--- src/rtl/if_stage.sv ---
// Instruction fetch stage.
//
// Streams sequential instruction addresses to instruction memory over a req/ack handshake.
// Fetched words go into a 2-entry prefetch FIFO, and the FIFO head is presented to decode.
// A branch redirect flushes the FIFO and restarts fetch at the target. If a fetch is still
// outstanding at the redirect, its eventual data is discarded.
//
// Ports:
//   clk, rst        clock, asynchronous active-low reset
//   imem_req_o      fetch request, held until acked
//   imem_addr_o     fetch address, stable while imem_req_o=1
//   imem_ack_i      memory completion (only meaningful while imem_req_o=1)
//   imem_data_i     fetched instruction word, valid with imem_ack_i
//   stall_i         decode stall; the head is not consumed while high
//   br_taken_i      one-cycle redirect pulse
//   br_target_i     redirect address, valid with br_taken_i
//   inst_o          instruction to decode (NOP_INST when empty)
//   pc_value_o      PC of inst_o (holds the last head PC when empty)
//   valid_o         inst_o/pc_value_o carry a real fetched instruction
module if_stage #(
   parameter int unsigned        W_PC     = 16,
   parameter int unsigned        W_INST   = 32,
   parameter logic [W_PC-1:0]   RESET_PC = '0,
   parameter logic [W_PC-1:0]   PC_INC   = W_PC'(1),
   parameter logic [W_INST-1:0] NOP_INST = 32'h0800_0000
) (
   input  logic              clk,
   input  logic              rst,
   output logic              imem_req_o,
   output logic [W_PC-1:0]   imem_addr_o,
   input  logic              imem_ack_i,
   input  logic [W_INST-1:0] imem_data_i,
   input  logic              stall_i,
   input  logic              br_taken_i,
   input  logic [W_PC-1:0]   br_target_i,
   output logic [W_INST-1:0] inst_o,
   output logic [W_PC-1:0]   pc_value_o,
   output logic              valid_o
);

   typedef enum logic [0:0] {StIdle, StReq} state_e;

   state_e            state_q, state_d;
   logic [1:0]        count_q, count_d;
   logic              discard_q, discard_d;
   logic [W_PC-1:0]   fetch_pc_q, fetch_pc_d;
   logic [W_PC-1:0]   addr_q, addr_d;
   // Entry 0 is always the head; entry 1 is only meaningful when count_q == 2.
   logic [W_PC-1:0]   e0_pc_q, e0_pc_d, e1_pc_q, e1_pc_d;
   logic [W_INST-1:0] e0_inst_q, e0_inst_d, e1_inst_q, e1_inst_d;

   logic fire, push, pop;

   assign imem_req_o  = (state_q == StReq);
   assign imem_addr_o = addr_q;
   assign valid_o     = (count_q != 2'd0);
   assign inst_o      = valid_o ? e0_inst_q : NOP_INST;
   assign pc_value_o  = e0_pc_q;

   always_comb begin
      fire = imem_req_o && imem_ack_i;
      // A redirect kills both the returning word and the head consumption in this cycle.
      push = fire && !discard_q && !br_taken_i;
      pop  = valid_o && !stall_i && !br_taken_i;
   end

   always_comb begin
      count_d    = count_q;
      discard_d  = discard_q;
      fetch_pc_d = fetch_pc_q;
      addr_d     = addr_q;
      state_d    = state_q;
      e0_pc_d    = e0_pc_q;
      e0_inst_d  = e0_inst_q;
      e1_pc_d    = e1_pc_q;
      e1_inst_d  = e1_inst_q;

      // Occupancy
      if (br_taken_i) begin
         count_d = 2'd0;
      end else begin
         case ({push, pop})
            2'b10:   count_d = count_q + 2'd1;
            2'b01:   count_d = count_q - 2'd1;
            default: count_d = count_q;
         endcase
      end

      // Fetch PC: a discarded ack does not advance it, since it already points at the target.
      if (br_taken_i) begin
         fetch_pc_d = br_target_i;
      end else if (fire && !discard_q) begin
         fetch_pc_d = fetch_pc_q + PC_INC;
      end

      // The wrong-path request must still complete; remember to drop its data.
      if (br_taken_i && imem_req_o && !imem_ack_i) begin
         discard_d = 1'b1;
      end else if (fire) begin
         discard_d = 1'b0;
      end

      // The address is frozen while a request is outstanding.
      if (!imem_req_o || fire) begin
         addr_d = fetch_pc_d;
      end

      case (state_q)
         StIdle: if (count_d < 2'd2) state_d = StReq;
         StReq:  if (fire) state_d = (count_d < 2'd2) ? StReq : StIdle;
         default: state_d = StIdle;
      endcase

      // FIFO storage; on a flush the head PC register is left alone so pc_value_o holds.
      if (!br_taken_i) begin
         case ({push, pop})
            2'b10: begin
               if (count_q == 2'd0) begin
                  e0_pc_d   = fetch_pc_q;
                  e0_inst_d = imem_data_i;
               end else begin
                  e1_pc_d   = fetch_pc_q;
                  e1_inst_d = imem_data_i;
               end
            end
            2'b01: begin
               // Popping the last entry keeps the old head PC visible.
               if (count_q == 2'd2) begin
                  e0_pc_d   = e1_pc_q;
                  e0_inst_d = e1_inst_q;
               end
            end
            2'b11: begin
               if (count_q == 2'd1) begin
                  e0_pc_d   = fetch_pc_q;
                  e0_inst_d = imem_data_i;
               end else begin
                  e0_pc_d   = e1_pc_q;
                  e0_inst_d = e1_inst_q;
                  e1_pc_d   = fetch_pc_q;
                  e1_inst_d = imem_data_i;
               end
            end
            default: ;
         endcase
      end
   end

   always_ff @(posedge clk or negedge rst) begin
      if (!rst) begin
         state_q    <= StIdle;
         count_q    <= 2'd0;
         discard_q  <= 1'b0;
         fetch_pc_q <= RESET_PC;
         addr_q     <= RESET_PC;
         e0_pc_q    <= '0;
         e0_inst_q  <= NOP_INST;
         e1_pc_q    <= '0;
         e1_inst_q  <= NOP_INST;
      end else begin
         state_q    <= state_d;
         count_q    <= count_d;
         discard_q  <= discard_d;
         fetch_pc_q <= fetch_pc_d;
         addr_q     <= addr_d;
         e0_pc_q    <= e0_pc_d;
         e0_inst_q  <= e0_inst_d;
         e1_pc_q    <= e1_pc_d;
         e1_inst_q  <= e1_inst_d;
      end
   end

endmodule

--- config.mk ---
export PLATFORM = sky130hd
export DESIGN_NAME = if_stage
export DESIGN_NICKNAME = d
export VERILOG_FILES = /design/src/rtl/if_stage.sv
export SDC_FILE = /design/constraint.sdc
export NUM_CORES = 1
export LEC_CHECK = 0
export BUFFER_PORTS_ARGS = -buffer_cell sky130_fd_sc_hd__buf_2
export CAP_MARGIN = 25
export CORE_ASPECT_RATIO = 1.2
export CORE_MARGIN = 4
export CORE_UTILIZATION = 36
export CTS_BUF_LIST = sky130_fd_sc_hd__clkbuf_8
export CTS_CLUSTER_SIZE = 25
export DETAILED_ROUTE_END_ITERATION = 6
export GPL_ROUTABILITY_DRIVEN = 1
export PLACE_DENSITY = 0.54
export SLEW_MARGIN = 20
export SYNTH_ARGS = -nofsm -noshare
export SYNTH_HDL_FRONTEND = slang
export SYNTH_SLANG_ARGS = --single-unit
export TNS_END_PERCENT = 20
--- constraint.sdc ---
create_clock -name clk -period 7.5 [get_ports clk]
set_input_delay 1.5 -clock clk [delete_from_list [all_inputs] [get_ports clk]]
set_output_delay 1.5 -clock clk [all_outputs]
set_load 0.01 [all_outputs]
==> summary.txt <==
Routing
  – Iter 0 DRT Violations: 241
  – First-pass detailed-route iteration total: 4
  – Final WL: 14,000 um
  – Drt via density: 4.96
  – Post-DR wirelength/cell: 16.1 um
  – Routed Antenna Nets: 0
  – Routed vias: 4,307
  – DR DRC count: 0

Timing
  – Setup TNS: 0 ns
  – Skew final: 0.0106 ns
  – Final Setup Violations: 0
  – Max-slew violation count: 0
  – Tcrit/Tclk final: 59.6%
  – Worst slew margin: 48.0%
  – RSZ-0062 raised after global routing: no
  – FMAX: 0.224 GHz
  – Final Critical Period: 4.47 ns
  – Final Hold Fails: 0
  – Worst-Margin Slew: 0.780 ns

Cells and area
  – Fin cells: 868
  – N_diodes: 0
  – Most common cell after layout, fill and taps aside: dfrtp_1
  – Layout overhead on the synthesized area: 18.4%
  – Share of layout cells above drive strength 1: about a third
  – Fill cells: 1,601
  – Area occupied by multi-input gates: 2490 um2
  – Sequential cell area: about 3300 um2
  – Most frequent cells in the layout: dfrtp_1, buf_2, nand2_1, mux2_2, o21ai_0
  – Layout Utilization: 43.6%
  – Final #Nets: between 700 and 800

Place
  – GP Congestion: 0.812
  – DP HPWL: approximately 9800 um
  – Inst Count DP: 836
  – PortBufs: 118

Worst setup path
  – Worst EP arrival: 4.78 ns
  – Critical Setup Path Class: primary input to register
  – Worst endpoint required time: 7.81 ns
  – Worst-path fanout max: 25
  – Crit end category: register
  – Startpoint types: primary input
  – Worst R2R Path Depth: 8

Yosys
  – Post-Syn Nets: between 500 and 600
  – Synth Area in Adders: 1.67%
  – Seq/Total Area, Yosys: 55.2%
  – Synth Area in Simple Gates: between 10% and 20%
  – Main synth FF type: dfrtp_1
  – Register bit count reported by yosys: 132
  – XOR/XNOR Fraction of Synth Area: 2.05%
  – EDFF count, synth: 0
  – Mux contribution to synthesized area: a little under an eighth
  – Distinct cells, synth: 44
  – Ys async rst share: 100%
  – Post-Synthesis Cell Area: 5980 um2
  – YS warnings: 0
  – Compound-Gate Fraction of Synth Area: roughly an eighth
  – Largest family of logic cells by synthesized area: compound AO/OA/AOI/OAI gates
  – Synthesized area per cell: 11.1 um2
  – Post-Syn Instances: about 540

Clock network
  – Hold-fix buffers, CTS: 0
  – CTS buffer count: 17
  – CTS clk-pin slew, worst paths: 0.07 ns
  – Worst-Skew Late Latency: around 0.43 ns
  – Post-CTS sizing: 0
  – Postcts setup bufs: 0
  – Root Driver: clkbuf_8
  – Worst-case clock buffer depth: 2
  – H-tree levels: 4
  – Clk sink count: around 130
  – CTS tree: yes

Global route
  – Largest net degree at the start of global routing: 73
  – Antenna violations before repair: 0
  – Total track usage: 15.4%
  – Total grt overflow: 0
  – Vias in the first global route: 4,555
  – First-pass GRT wire length: 22,900 um

Power
  – VDD IR max: 0.0922 mV
  – PD cells: 273 nW/um2
  – P_leak: 3.26 nW

Worst hold path
  – Hold depth: 2
  – Hold Crit Class: register to register

Floorplan
  – Die Area: 18,800 um2
  – Initial Utilization: 36.8%
  – Core Area: 16,300 um2
  – FP Rows: 51
  – Die W: 126 um
  – Die Ht: 149 um
  – I/O pin cnt: approximately 120

Flow run
  – Max-cap viol count: 0

Status
  – Status: finished clean
## layout make-up
cell class | count | area share [%]
Sequential cell | 132 | 46.6
Multi-Input combinational cell | 361 | 35.2
Timing Repair Buffer | 125 | 9.62
Tap cell | 212 | 3.74
Clock buffer | 19 | 3.69
Clock inverter | 12 | 0.742
Inverter | 7 | 0.371
## power breakdown
part	switching (W)	internal [W]
clock	0.000256	0.000233
sequential	0.000116	0.000916
combinational	0.000203	0.000209
total	0.000576	0.00136
## per-layer routing
layer	routed length [um]	global-route usage [%]	up-vias
met4	251	6.07	0
met1	6290	19.9	2066
li1	-	-	2098
met3	740	3.87	16
met2	6690	25.2	127
met5	0	0	-
## registers in the layout, summed over array words and instances (netlist names)
name and flops:
e1_inst_q 32, imem_addr_o 16, e0_inst_q 32, fetch_pc_q 16, pc_value_o 16, imem_req_o 1
discard_q 1, e1_pc_q 16, count_q 2
## stage by stage
step                setup WS (ns)  instance area, um2  hold slack (ns)  total power [W]
global route                 2.83                7090            0.491          0.00207
floorplan                    3.72                5980            0.442          0.00129
finish                       3.03                7090            0.468          0.00193
detailed placement           2.54                6750            0.463          0.00147
CTS                          3.02                7070            0.479          0.00197
global placement             2.22                6720            0.452          0.00145
## cells in the mapped netlist (6+ instances only)
master	number	area share, %
o21ai_0	51	4.3
nor2_1	14	0.88
nand2_1	74	4.6
clkbuf_1	17	1.1
a21oi_1	12	1.0
buf_4	6	0.75
a22oi_1	48	6.0
mux2_2	59	11
nor2b_1	34	3.6
dfrtp_1	130	54
ha_1	8	1.7
o21ai_1	6	0.50
xor2_1	9	1.3
buf_2	13	1.1
## worst max-delay path, cell delays in order
cell	delay, ns
buf_2	0.37
clkinv_1	0.55
nand2_1	0.31
inv_1	0.09
ha_1	0.23
nand2_1	0.11
o21ai_0	0.15
a211oi_4	0.61
buf_4	0.44
mux2_2	0.38
## path summary, 6_finish.rpt
path,start,slack [ns],end
hold reg to reg,e0_inst_q[21]$_DFFE_PN0P_,0.47,e0_inst_q[21]$_DFFE_PN0P_
setup / recovery,br_taken_i,3.03,e1_inst_q[12]$_DFFE_PN0P_
max in group asynchronous,rst,5.15,e1_inst_q[17]$_DFFE_PN0P_
min in group asynchronous,rst,1.08,e0_inst_q[8]$_DFFE_PN0P_
hold / removal,e0_inst_q[21]$_DFFE_PN0P_,0.47,e0_inst_q[21]$_DFFE_PN0P_
setup reg to reg,count_q[0]$_DFFE_PN0P_,4.42,e1_inst_q[12]$_DFFE_PN0P_
## cell families after synthesis
| family | Yosys count |
|---|---|
| flip-flops | 132 |
| adder cells (fa/ha/maj) | 8 |
| buffers and inverters | 44 |
| AO/OA/AOI/OAI | 127 |
| XOR/XNOR | 14 |
| multiplexers | 60 |
| AND/OR/NAND/NOR | 152 |
(Power assumes the default switching activity.)
